$ cat src/rtl/axi_lite_ahb_bridge_pkg.sv
// axi_lite_ahb_bridge_pkg: shared FSM state, AHB encodings and AXI response codes for the bridge
package axi_lite_ahb_bridge_pkg;
  typedef enum logic [2:0] {
    S_IDLE,
    S_WADDR,
    S_WDATA,
    S_WRESP,
    S_RADDR,
    S_RDATA,
    S_RRESP
  } state_e;
  localparam logic [1:0] HTRANS_IDLE     = 2'b00;
  localparam logic [1:0] HTRANS_NONSEQ   = 2'b10;
  localparam logic [2:0] HSIZE_BYTE      = 3'b000;
  localparam logic [2:0] HSIZE_HALF      = 3'b001;
  localparam logic [2:0] HSIZE_WORD      = 3'b010;
  localparam logic [2:0] HBURST_SINGLE   = 3'b000;
  localparam logic [3:0] HPROT_DATA_NC   = 4'b0011;
  localparam logic [1:0] AXI_RESP_OKAY   = 2'b00;
  localparam logic [1:0] AXI_RESP_SLVERR = 2'b10;
endpackage

$ cat src/rtl/axi_lite_ahb_bridge_ahb_strb_decode.sv
// ahb_strb_decode: maps a 4-bit AXI write strobe to AHB hsize and the byte offset within the word
// Ports: wstrb_i (AXI strobes) -> hsize_o (AHB size), addr_lsb_o (haddr[1:0]), illegal_o (strobe has no AHB equivalent)
module ahb_strb_decode
  import axi_lite_ahb_bridge_pkg::*;
(
  input  logic [3:0] wstrb_i,
  output logic [2:0] hsize_o,
  output logic [1:0] addr_lsb_o,
  output logic       illegal_o
);
  logic word, half, byte_sel;
  always_comb begin
    word       = wstrb_i == 4'b1111;
    half       = wstrb_i == 4'b0011 || wstrb_i == 4'b1100;
    byte_sel   = wstrb_i == 4'b0001 || wstrb_i == 4'b0010 || wstrb_i == 4'b0100 || wstrb_i == 4'b1000;
    hsize_o    = word ? HSIZE_WORD : half ? HSIZE_HALF : HSIZE_BYTE;
    addr_lsb_o = wstrb_i == 4'b1100 ? 2'd2 :
                 wstrb_i == 4'b0010 ? 2'd1 :
                 wstrb_i == 4'b0100 ? 2'd2 :
                 wstrb_i == 4'b1000 ? 2'd3 : 2'd0;
    illegal_o  = !(word || half || byte_sel);
  end
endmodule

$ cat src/rtl/axi_lite_ahb_bridge.sv
// axi_lite_ahb_bridge: AXI4-Lite slave to AHB-Lite master, one single transfer outstanding, round-robin read/write
// Ports: clk, reset (async active-low); AXI aw*/w*/b* write channels and ar*/r* read channels (_i in, _o out);
//        AHB master haddr/htrans/hwrite/hsize/hburst/hprot/hwdata out, hrdata/hready/hresp in.
module axi_lite_ahb_bridge
  import axi_lite_ahb_bridge_pkg::*;
#(
  parameter int ADDR_W = 32,
  parameter int DATA_W = 32
) (
  input  logic              clk,
  input  logic              reset,
  input  logic              awvalid_i,
  output logic              awready_o,
  input  logic [ADDR_W-1:0] awaddr_i,
  input  logic              wvalid_i,
  output logic              wready_o,
  input  logic [DATA_W-1:0] wdata_i,
  input  logic [3:0]        wstrb_i,
  output logic              bvalid_o,
  input  logic              bready_i,
  output logic [1:0]        bresp_o,
  input  logic              arvalid_i,
  output logic              arready_o,
  input  logic [ADDR_W-1:0] araddr_i,
  output logic              rvalid_o,
  input  logic              rready_i,
  output logic [DATA_W-1:0] rdata_o,
  output logic [1:0]        rresp_o,
  output logic [ADDR_W-1:0] haddr_o,
  output logic [1:0]        htrans_o,
  output logic              hwrite_o,
  output logic [2:0]        hsize_o,
  output logic [2:0]        hburst_o,
  output logic [3:0]        hprot_o,
  output logic [DATA_W-1:0] hwdata_o,
  input  logic [DATA_W-1:0] hrdata_i,
  input  logic              hready_i,
  input  logic              hresp_i
);
  state_e            state_q, state_d;
  logic              rr_q, rr_d;
  logic [ADDR_W-1:0] haddr_q, haddr_d;
  logic [DATA_W-1:0] hwdata_q, hwdata_d, rdata_q, rdata_d;
  logic              hwrite_q, hwrite_d;
  logic [2:0]        hsize_q, hsize_d, dec_hsize;
  logic [1:0]        bresp_q, bresp_d, rresp_q, rresp_d, dec_lsb;
  logic              dec_illegal, grant_w, grant_r;
  ahb_strb_decode u_dec (
    .wstrb_i   (wstrb_i),
    .hsize_o   (dec_hsize),
    .addr_lsb_o(dec_lsb),
    .illegal_o (dec_illegal)
  );
  always_ff @(posedge clk or negedge reset) begin
    if (!reset) begin
      state_q  <= S_IDLE;
      rr_q     <= 1'b1;
      haddr_q  <= '0;
      hwdata_q <= '0;
      rdata_q  <= '0;
      hwrite_q <= 1'b0;
      hsize_q  <= '0;
      bresp_q  <= AXI_RESP_OKAY;
      rresp_q  <= AXI_RESP_OKAY;
    end else begin
      state_q  <= state_d;
      rr_q     <= rr_d;
      haddr_q  <= haddr_d;
      hwdata_q <= hwdata_d;
      rdata_q  <= rdata_d;
      hwrite_q <= hwrite_d;
      hsize_q  <= hsize_d;
      bresp_q  <= bresp_d;
      rresp_q  <= rresp_d;
    end
  end
  // rr_q = 1 means the last grant went to a write, so a tied request goes to the read.
  always_comb begin
    state_d   = state_q;
    rr_d      = rr_q;
    haddr_d   = haddr_q;
    hwdata_d  = hwdata_q;
    rdata_d   = rdata_q;
    hwrite_d  = hwrite_q;
    hsize_d   = hsize_q;
    bresp_d   = bresp_q;
    rresp_d   = rresp_q;
    awready_o = 1'b0;
    wready_o  = 1'b0;
    arready_o = 1'b0;
    grant_w   = awvalid_i && wvalid_i && !(arvalid_i && rr_q);
    grant_r   = arvalid_i && !grant_w;
    case (state_q)
      S_IDLE: begin
        if (grant_w) begin
          awready_o = 1'b1;
          wready_o  = 1'b1;
          rr_d      = 1'b1;
          haddr_d   = (awaddr_i & ~ADDR_W'(3)) | ADDR_W'(dec_lsb);
          hwdata_d  = wdata_i;
          hwrite_d  = 1'b1;
          hsize_d   = dec_hsize;
          bresp_d   = dec_illegal ? AXI_RESP_SLVERR : AXI_RESP_OKAY;
          state_d   = dec_illegal ? S_WRESP : S_WADDR;
        end else if (grant_r) begin
          arready_o = 1'b1;
          rr_d      = 1'b0;
          haddr_d   = araddr_i & ~ADDR_W'(3);
          hwrite_d  = 1'b0;
          hsize_d   = HSIZE_WORD;
          state_d   = S_RADDR;
        end
      end
      S_WADDR: state_d = hready_i ? S_WDATA : S_WADDR;
      S_RADDR: state_d = hready_i ? S_RDATA : S_RADDR;
      S_WDATA: begin
        if (hready_i) begin
          bresp_d = hresp_i ? AXI_RESP_SLVERR : AXI_RESP_OKAY;
          state_d = S_WRESP;
        end
      end
      S_RDATA: begin
        if (hready_i) begin
          rresp_d = hresp_i ? AXI_RESP_SLVERR : AXI_RESP_OKAY;
          rdata_d = hrdata_i;
          state_d = S_RRESP;
        end
      end
      S_WRESP: state_d = bready_i ? S_IDLE : S_WRESP;
      S_RRESP: state_d = rready_i ? S_IDLE : S_RRESP;
      default: state_d = S_IDLE;
    endcase
  end
  assign htrans_o = (state_q == S_WADDR || state_q == S_RADDR) ? HTRANS_NONSEQ : HTRANS_IDLE;
  assign bvalid_o = state_q == S_WRESP;
  assign rvalid_o = state_q == S_RRESP;
  assign bresp_o  = bresp_q;
  assign rresp_o  = rresp_q;
  assign rdata_o  = rdata_q;
  assign haddr_o  = haddr_q;
  assign hwdata_o = hwdata_q;
  assign hwrite_o = hwrite_q;
  assign hsize_o  = hsize_q;
  assign hburst_o = HBURST_SINGLE;
  assign hprot_o  = HPROT_DATA_NC;
endmodule

$ cat config.mk
export PLATFORM = sky130hd
export DESIGN_NAME = axi_lite_ahb_bridge
export DESIGN_NICKNAME = d
export VERILOG_FILES = /design/src/rtl/axi_lite_ahb_bridge_pkg.sv /design/src/rtl/axi_lite_ahb_bridge_ahb_strb_decode.sv /design/src/rtl/axi_lite_ahb_bridge.sv
export SDC_FILE = /design/constraint.sdc
export NUM_CORES = 1
export LEC_CHECK = 0
export ABC_AREA = 1
export BUFFER_PORTS_ARGS = -buffer_cell sky130_fd_sc_hd__buf_4
export CAP_MARGIN = 0
export CORE_ASPECT_RATIO = 2
export CORE_MARGIN = 1
export CORE_UTILIZATION = 40
export DETAILED_ROUTE_END_ITERATION = 10
export GPL_TIMING_DRIVEN = 0
export PLACE_DENSITY = 0.73
export RECOVER_POWER = 50
export SYNTH_ARGS = -nofsm -noshare
export SYNTH_HDL_FRONTEND = slang
export SYNTH_SLANG_ARGS = --single-unit
$ cat constraint.sdc
create_clock -name clk -period 1.7 [get_ports clk]
set_clock_uncertainty 0.15 [all_clocks]
set_input_delay 0.085 -clock clk [delete_from_list [all_inputs] [get_ports clk]]
set_output_delay 0.085 -clock clk [all_outputs]
set_load 0.05 [all_outputs]
-- Word level (Yosys, flattened, before mapping)
Cells that the tools add are included.
- $add $sub $neg: 0
- $mul: 0
- div/mod/pow operators: 0
- magnitude comparators: 0
- eq/ne operators: 17
- shifts and indexed selects: 0
- multiplexer cells: 33
- bitwise logic cells: 1
- reduce and logical (&&, ||, !) cells: 21
- operator list (kind ; count):
    2-to-1 mux 32 bit ; 2
    bitwise OR 32 x 2 -> 32 bit ; 1
    2-to-1 mux 2 bit ; 12
    2-to-1 mux 3 bit ; 8
    case mux 3 bit (7 select lines) ; 1
    == test 4 bit, second input constant ; 3
    == test 3 bit, second input constant ; 3
    2-to-1 mux 1 bit ; 9
    == test 4 x 2 -> 1 bit, second input constant ; 2
    logical OR 1 bit ; 7
    == test 3 x 2 -> 1 bit, second input constant ; 2
    != test 2 bit, second input constant ; 3
    AND reduction 2 bit ; 3
    AND reduction 3 bit ; 2
    == test 4 x 1 -> 1 bit, second input constant ; 1
    == test 4 x 3 -> 1 bit, second input constant ; 1
    logical AND 1 bit ; 4
    case mux 2 bit (2 select lines) ; 1
    nonzero test 2 bit ; 2
    == test 3 x 1 -> 1 bit, second input constant ; 1
    logical NOT 3 bit ; 1
    != test 3 bit, second input constant ; 1
    logical NOT 1 bit ; 2
- bits in registers: 108
- latch bits: 0
- bits in writable memories: 0
- ROM bits: 0
- input bits: 141
- output and inout port bits: 118
- logic and storage cells: 81
- memories kept: 0

-- Longest topological paths before layout
Gate-level depths: netlist (run 1).
- word-level depth: 8
- mapped depth: 10
- mapped depth without buffers: 9

-- Hierarchy
Synthesis (run 1) repeated with hierarchy kept, for this count alone.
- cell total of the unflattened synthesis: 573
- area total of the unflattened synthesis: 4694.5 sq um
- modules (own cells, without submodules) (module ; instances ; cells an instance ; area an instance (sq um) ; seq. area each (sq um)):
    axi_lite_ahb_bridge ; 1 ; 548 ; 4589.4 ; 2653.8
    ahb_strb_decode ; 1 ; 25 ; 105.1 ; 0.0

-- Worst setup path before layout (run 1)
No wires, ideal clock.
- path kind: register -> register
- from: reg state_q[1]
- to: reg state_q[1]
- library setup time: 0.066 ns
- arrival time: 1.580 ns
- required time: 1.484 ns
- slack: -0.096 ns
- stages on the path, launching flop included: 9
- path buffers: 0
- clock period less this slack: 1.796 ns
- cells stage by stage: dfrtp_1 -> nand2_1 -> nor2_1 -> nand2_1 -> nand3_1 -> nor2_1 -> nand2_1 -> nand2_1 -> nand2_1
- elaborated cells between the ends (all ways): 12
- RTL lines (what ; RTL line ; source):
    from (decl) ; axi_lite_ahb_bridge.sv:40 ; state_e state_q, state_d;
    from (signal assigned) ; axi_lite_ahb_bridge.sv:66 ; state_q <= state_d;
    == test 3 x 2 -> 1 bit ; - ;
    net bvalid_o ; axi_lite_ahb_bridge.sv:19 ; output logic bvalid_o,
    case mux 3 bit (7 select lines) ; axi_lite_ahb_bridge.sv:93 ; case (state_q)
The timed path passes the listed nets, and every way through them passes these cells.
A chain may end at the register's enable or synchronous reset.

-- Worst setup path in the final report (run 1)
- from: reg rr_q
- to: out wready_o
- word-level cells in the longest chain between the ends: 5
- ends and longest elaborated chain (what ; RTL line ; source):
    from (decl) ; axi_lite_ahb_bridge.sv:41 ; logic rr_q, rr_d;
    from (signal assigned) ; axi_lite_ahb_bridge.sv:67 ; rr_q <= rr_d;
    logical AND 1 bit ; axi_lite_ahb_bridge.sv:91 ; grant_w = awvalid_i && wvalid_i && !(arvalid_i && rr_q);
    logical NOT 1 bit ; axi_lite_ahb_bridge.sv:91 ;
    logical AND 1 bit ; axi_lite_ahb_bridge.sv:91 ;
    2-to-1 mux 1 bit ; axi_lite_ahb_bridge.sv:95 ; if (grant_w) begin
    2-to-1 mux 1 bit ; axi_lite_ahb_bridge.sv:93 ;
    to (decl) ; axi_lite_ahb_bridge.sv:16 ; output logic wready_o,
Every way passes these cells.

==> results of run 1 <==
[metal layers]
metal	global-route usage	vias to the layer above
met2	0.5339	255
met3	0.06053	86
met5	0	-
li1	-	2545
met4	0.1887	0
met1	0.2853	2583
[metrics by stage]
stage	util	instances	TNS, ps	power, uW	area, sq um
floorplan	-	565	0	10290	4658
CTS	0.7398	1105	-1429	15510	8349
detailed placement	0.5895	949	-63.10	13200	6653
finish	0.7078	1106	-235.7	14630	7988
global placement	0.5895	949	-56.43	12990	6653
global route	0.7078	1106	-1004	15370	7988
[cells in the mapped netlist, drive strengths merged]
| cell | n | area, sq um |
|---|---|---|
| buf | 35 | 242.7 |
| nand4 | 3 | 18.77 |
| a21boi | 1 | 7.510 |
| nand3b | 1 | 7.510 |
| inv | 17 | 63.82 |
| nor2 | 36 | 135.1 |
| nand3 | 41 | 220.2 |
| dfstp | 1 | 26.28 |
| o21ai | 5 | 25.02 |
| clkbuf | 6 | 22.52 |
| a31oi | 30 | 187.7 |
| a21oi | 1 | 16.27 |
| nor3 | 3 | 15.01 |
| conb | 2 | 7.510 |
| dfrtp | 104 | 2603 |
| nand2 | 270 | 1023 |
[power by group through the flow]
| stage | combinational, uW | sequential [uW] | clock (uW) |
|---|---|---|---|
| after global placement | 8680 | 4310 | 0 |
| after CTS | 9210 | 4340 | 1970 |
| after global routing | 8850 | 4460 | 2050 |
| final | 8380 | 4340 | 1910 |
| after floorplan | 2110 | 8180 | 0 |
| after detailed placement | 8820 | 4380 | 0 |
[kinds of logic after synthesis]
group | count (synthesis) | synth area share
and+or+nand+nor | 354 | 0.3073
DFF | 105 | 0.5688
buffers and inverters | 58 | 0.07120
AOI/OAI and AO/OA | 37 | 0.05116
other | 2 | 0.001625
[registers in the layout, indices dropped and copies added (netlist names)]
signal / flops
rr_q: 1
rdata_o: 32
haddr_o: 32
bresp_o: 1
state_q: 3
hwdata_o: 32
hsize_o: 2
hwrite_o: 1
rresp_o: 1
[worst reg2reg max path: stages (launching register included)]
cell,delay (ps)
dfrtp_1,410
inv_2,110
nand3_4,110
inv_2,100
nand2_4,80
buf_4,160
buf_4,170
buf_4,180
nand2_1,60
nand2_1,60
[area by class of cell]
cell class | count | area [sq um]
diodes | 1 | 2.502
plain buffers | 40 | 276.5
clock buffers | 11 | 232.7
clock inverters | 5 | 37.54
fillers | 908 | 3298
inverters | 17 | 66.31
multi-input cells | 402 | 1725
flip-flops and latches | 105 | 2630
well taps | 142 | 177.7
repair buffers | 383 | 2839
[path summary, 6_finish.rpt]
kind | start | endpoint | cells past startpoint
max | rr_q$_DFFE_PN1P_ | wready_o | 8
min | bready_i | state_q[0]$_DFFE_PN0P_ | 6
max reg2reg | state_q[0]$_DFFE_PN0P_ | hwdata_o[15]$_DFFE_PN0P_ | 9
min reg2reg | rdata_o[31]$_DFFE_PN0P_ | rdata_o[31]$_DFFE_PN0P_ | 2
max in group asynchronous | reset | state_q[1]$_DFFE_PN0P_ | 2
min in group asynchronous | reset | rdata_o[1]$_DFFE_PN0P_ | 2
[cell usage in the layout, fill, tap and decap left out, types with 2 or more instances in the layout]
master,netlist,routed
nand2_1,268,267
buf_4,12,160
dlygate4sd3_1,0,131
clkbuf_1,6,106
dfrtp_1,104,103
nand3_1,38,38
nor2_1,36,34
a31oi_1,30,30
buf_2,17,14
conb_1,2,11
inv_1,10,10
buf_6,6,10
clkbuf_16,0,9
inv_2,7,6
o21ai_0,4,4
nand4_1,3,3
clkbuf_2,0,3
nor2_2,0,2
nand2_2,1,2
nand3_4,0,2
nor3_1,3,2
inv_6,0,2
clkinvlp_4,0,2
[timing repair]
action / CTS / global route
pin swaps: 3 / 2
setup endpoints to repair: 3 / 51
gates cloned: 0 / 0
buffers inserted: 9 / 2
resized for setup: 14 / 7
hold endpoints to repair: 203 / 0
hold buffers: 131 / 0
==> flow_metrics.env, run 1 <==
export IMPL_rsz0062_at_grt="yes"
export IMPL_grt_antenna_before_repair=1
export IMPL_netlist_instances=556
export IMPL_gr_total_overflow=0
export IMPL_period_needed_ps=1816
export IMPL_fin_ws_ps=-115.5
export IMPL_pre_cts_slack_ps=-63.10
export IMPL_cts_tree="yes"
export IMPL_hold_worst_slack_ps=30.61
export IMPL_synth_cell_types=23
export IMPL_cts_sinks=105
export IMPL_ant_nets=0
export IMPL_first_iter_violations=259
export IMPL_holdCritPathClass="input pin to register"
export IMPL_switchingPower_uw=8072
export IMPL_critPathCaptureType="output pin"
export IMPL_post_dp_hpwl_um=10870
export IMPL_critical_path_class="register to output pin"
export IMPL_power_density_nw_per_um2=1832
export IMPL_max_freq_mhz=550.8
export IMPL_p_int_uw=6560
export IMPL_grt_use_total=0.2898
export IMPL_vias=5469
export IMPL_maxCapViolCount=0
export IMPL_start_util=0.4095
export IMPL_hold_viol=0
export IMPL_top_layer_used="met4"
export IMPL_numCtsBuffers=9
export IMPL_swShare=0.5517
export IMPL_p_seq_frac=0.297
export IMPL_syn_to_final_growth_pct=72.82
export IMPL_slowest_delay_ps=550
export IMPL_pin_count=259
export IMPL_setup_viol=3
export IMPL_layout_nets=1099
export IMPL_cpMostUsedCell="buf_6"
export IMPL_drt_wl_total_um=17220
export IMPL_crit_family="flip-flops"
export IMPL_vdd_drop_max_mv=1.111
export IMPL_path_clk_slew_ps=60
export IMPL_drc=0
export IMPL_worstPathArrival_ps=1580
export IMPL_worst_pin_slew_ps=949.8
export IMPL_coreArea_sq_um=11290
export IMPL_max_slew_margin=0.3668
export IMPL_pwr_share_comb=0.573
export IMPL_wl_met3_um=956
export IMPL_wl_met2_um=9375
export IMPL_die_y_um=154.0
export IMPL_cts_path_max_buffers=2
export IMPL_failed_checks="setup timing"
export IMPL_rows=55
export IMPL_leakage_uw=0.004091
export IMPL_reg2reg_slack_ps=10
export IMPL_detail_route_wl_per_cell_um=15.57
export IMPL_gp_congestion=0.8680
export IMPL_first_pass_iters=5
export IMPL_seq_area_frac_synth=0.5688
export IMPL_yosysWarnings=0
export IMPL_die_x_um=78.01
export IMPL_grt_max_degree=106
export IMPL_p_clk_frac=0.131
export IMPL_layout_drive_gt1_share=0.2295
export IMPL_synth_seq_cells=105
export IMPL_cts_htree_levels=3
export IMPL_worstPathRequired_ps=1460
export IMPL_netlist_area_sq_um=4622
export IMPL_met1Wirelength_um=5899
export IMPL_insertion_delay_ps=330
export IMPL_io_buffers=242
export IMPL_cts_root_buf="clkbuf_16"
export IMPL_grt_pass1_vias=5748
export IMPL_grt_pass1_wl_um=26940
export IMPL_die_area_sq_um=12020
export IMPL_period_share=1.068
export IMPL_synth_avg_cell_area_sq_um=8.313
export IMPL_crit_chain="nand2_2 > nand3_4 > inv_4 > nand2_4 > inv_2 > buf_6 > buf_6 > buf_8"
export IMPL_worstPathMaxFanout=4
export IMPL_worst_setup_path_start_kind="register"
export IMPL_slowest_stage="dfstp_2"
export IMPL_crit_buf_inv=5
export IMPL_status="complete, but fails checks"
export IMPL_vias_per_cell=4.945
export IMPL_slew_viol_final=0
Note: power is estimated with default switching activity, not from simulation.
==> inputs of run 2 (changes only) <==
--- a/config.mk
+++ b/config.mk
@@ -8,7 +8,7 @@
 export ABC_AREA = 1
 export BUFFER_PORTS_ARGS = -buffer_cell sky130_fd_sc_hd__buf_4
 export CAP_MARGIN = 0
-export CORE_ASPECT_RATIO = 2
+export CORE_ASPECT_RATIO = 1.1
 export CORE_MARGIN = 1
 export CORE_UTILIZATION = 40
 export DETAILED_ROUTE_END_ITERATION = 10
==> run 2 against run 1 <==
  * The run still ends with setup timing left
  * Via count is 0.57% lower
  * Combinational power increased by 1%
  * Worst hold slack worse by 10 ps
  * Cell count rose by 1.2%
  * Utilization grew 3.0 points
  * Critical path type unchanged
  * Largest power group unchanged
  * Highest routed layer unchanged
==> flow_metrics.env, run 2 (synthesized netlist as in run 1, its figures left out) <==
export IMPL_grt_pass1_vias=5627
export IMPL_holdCritPathClass="input pin to register"
export IMPL_final_common_cell="nand2_1"
export IMPL_status="complete, but fails checks"
export IMPL_num_fill_cells=862
export IMPL_rsz0062_at_grt="yes"
export IMPL_grt_antenna_before_repair=0
export IMPL_cts_root_buf="clkbuf_16"
export IMPL_placedCellCount=954
export IMPL_critical_path_class="register to output pin"
export IMPL_leakage_uw=0.004161
export IMPL_critPathCaptureType="output pin"
export IMPL_vias_per_cell=4.860
export IMPL_period_needed_ps=1787
export IMPL_met3_usage=0.06576
export IMPL_gr_usage_met1=0.3119
export IMPL_failed_checks="setup timing"
export IMPL_met2_usage=0.4998
export IMPL_vdd_drop_max_mv=1.303
export IMPL_start_util=0.4179
export IMPL_grt_pass1_wl_um=27070
export IMPL_first_pass_iters=4
export IMPL_place_area_sq_um=6659
export IMPL_numCtsBuffers=9
export IMPL_setup_viol=2
export IMPL_worstPathRequired_ps=1460
export IMPL_cts_htree_levels=3
export IMPL_insertion_delay_ps=340
export IMPL_max_freq_mhz=559.7
export IMPL_stdcell_area_sq_um=8157
export IMPL_drt_wl_total_um=17110
export IMPL_ant_nets=0
export IMPL_maxCapViolCount=0
export IMPL_coreArea_sq_um=11060
export IMPL_cts_path_max_buffers=2
export IMPL_die_y_um=114.7
export IMPL_pre_cts_slack_ps=-14.66
export IMPL_worst_setup_path_start_kind="register"
export IMPL_grt_max_degree=106
export IMPL_hold_worst_slack_ps=20.30
export IMPL_syn_to_final_growth_pct=76.48
export IMPL_worstPathMaxFanout=3
export IMPL_reg2reg_slack_ps=70
export IMPL_period_share=1.051
export IMPL_post_dp_hpwl_um=9810
export IMPL_grt_use_total=0.2854
export IMPL_cts_tree="yes"
export IMPL_detail_route_wl_per_cell_um=15.29
export IMPL_layout_nets=1106
export IMPL_pin_count=259
export IMPL_worst_pin_slew_ps=670.1
export IMPL_rows=40
export IMPL_hold_viol=0
export IMPL_path_clk_slew_ps=60
export IMPL_worstPathArrival_ps=1550
export IMPL_final_cells=1119
export IMPL_vias=5438
export IMPL_gr_total_overflow=0
export IMPL_first_iter_violations=260
export IMPL_fin_ws_ps=-86.72
export IMPL_mostFrequentLayoutCells="nand2_1 (264), buf_4 (161), dlygate4sd3_1 (133), clkbuf_1 (106), dfrtp_1 (104)"
export IMPL_p_total_uw=15100
export IMPL_layout_drive_gt1_share=0.2361
export IMPL_gp_congestion=0.8103
export IMPL_cts_sinks=105
export IMPL_io_buffers=242
export IMPL_busiest_layer="met2"
export IMPL_power_density_nw_per_um2=1851
export IMPL_max_slew_margin=0.5552
export IMPL_die_area_sq_um=11990
export IMPL_slew_viol_final=0
export IMPL_drc=0
export IMPL_die_x_um=104.5
run 2: cell count changes in the layout (fill, tap and decap cells not counted), sizes merged, moves of 2 or more:
cell         before  now
bufinv            0    2
inv              19   17
clkbuf          118  121
dlygate4sd3     131  133
buf             185  188
run 2: where the power goes:
part	leakage, uW	internal [uW]	total, uW	switching, uW
Sequential	0.00128	3670	4340	668
Combinational	0.00273	1970	8460	6490
Clock	0.000155	1370	2300	931
run 2: layer usage:
layer / up-vias / share of wire
met5: - / 0
met4: 0 / 0.052
met3: 72 / 0.062
met2: 263 / 0.50
met1: 2548 / 0.38
li1: 2555 / -
run 2: cell type report:
type	count	area, sq um	area share
Clock inverter	4	75.07	0.009204
Timing Repair Buffer	390	2918	0.3577
Inverter	17	68.82	0.008437
Clock buffer	12	256.5	0.03145
Buffer	40	276.5	0.03390
Multi-Input combinational cell	402	1744	0.2138
Tap cell	147	183.9	0.02255
Antenna cell	2	5.005	0.0006136
Sequential cell	105	2629	0.3223
run 2: what timing repair did:
action | in CTS | in global routing
endpoints found under the setup margin | 3 | 73
hold buffers | 132 | 1
buffers inserted | 8 | 8
pin swaps | 4 | 3
endpoints found under the hold margin | 203 | 3
cloned | 0 | 0
gates resized for setup | 15 | 16
run 2: path summary, 6_finish.rpt:
path,start,endpoint,depth (start not counted)
worst max-delay path,rr_q$_DFFE_PN1P_,wready_o,8
worst min-delay path,bready_i,state_q[0]$_DFFE_PN0P_,6
worst max register to register,rr_q$_DFFE_PN1P_,hwdata_o[30]$_DFFE_PN0P_,10
worst min register to register,rresp_o[1]$_DFFE_PN0P_,rresp_o[1]$_DFFE_PN0P_,2
max in group asynchronous,reset,rdata_o[29]$_DFFE_PN0P_,4
min in group asynchronous,reset,hwdata_o[3]$_DFFE_PN0P_,3
run 2: worst max-delay path, cell delays in order, from the launching register on:
cell     delay (ps)
dfstp_2         540
nand2_2          70
nand3_4          80
inv_4            40
nand2_4          70
inv_2            40
buf_6           120
buf_6           110
buf_8           140
run 2: per-stage QoR:
step	utilization	TNS [ps]
floorplan	-	0
global placement	0.6020	-12.27
detailed placement	0.6020	-14.66
CTS	0.7610	-498.7
global route	0.7370	-9643
finish	0.7374	-128.9
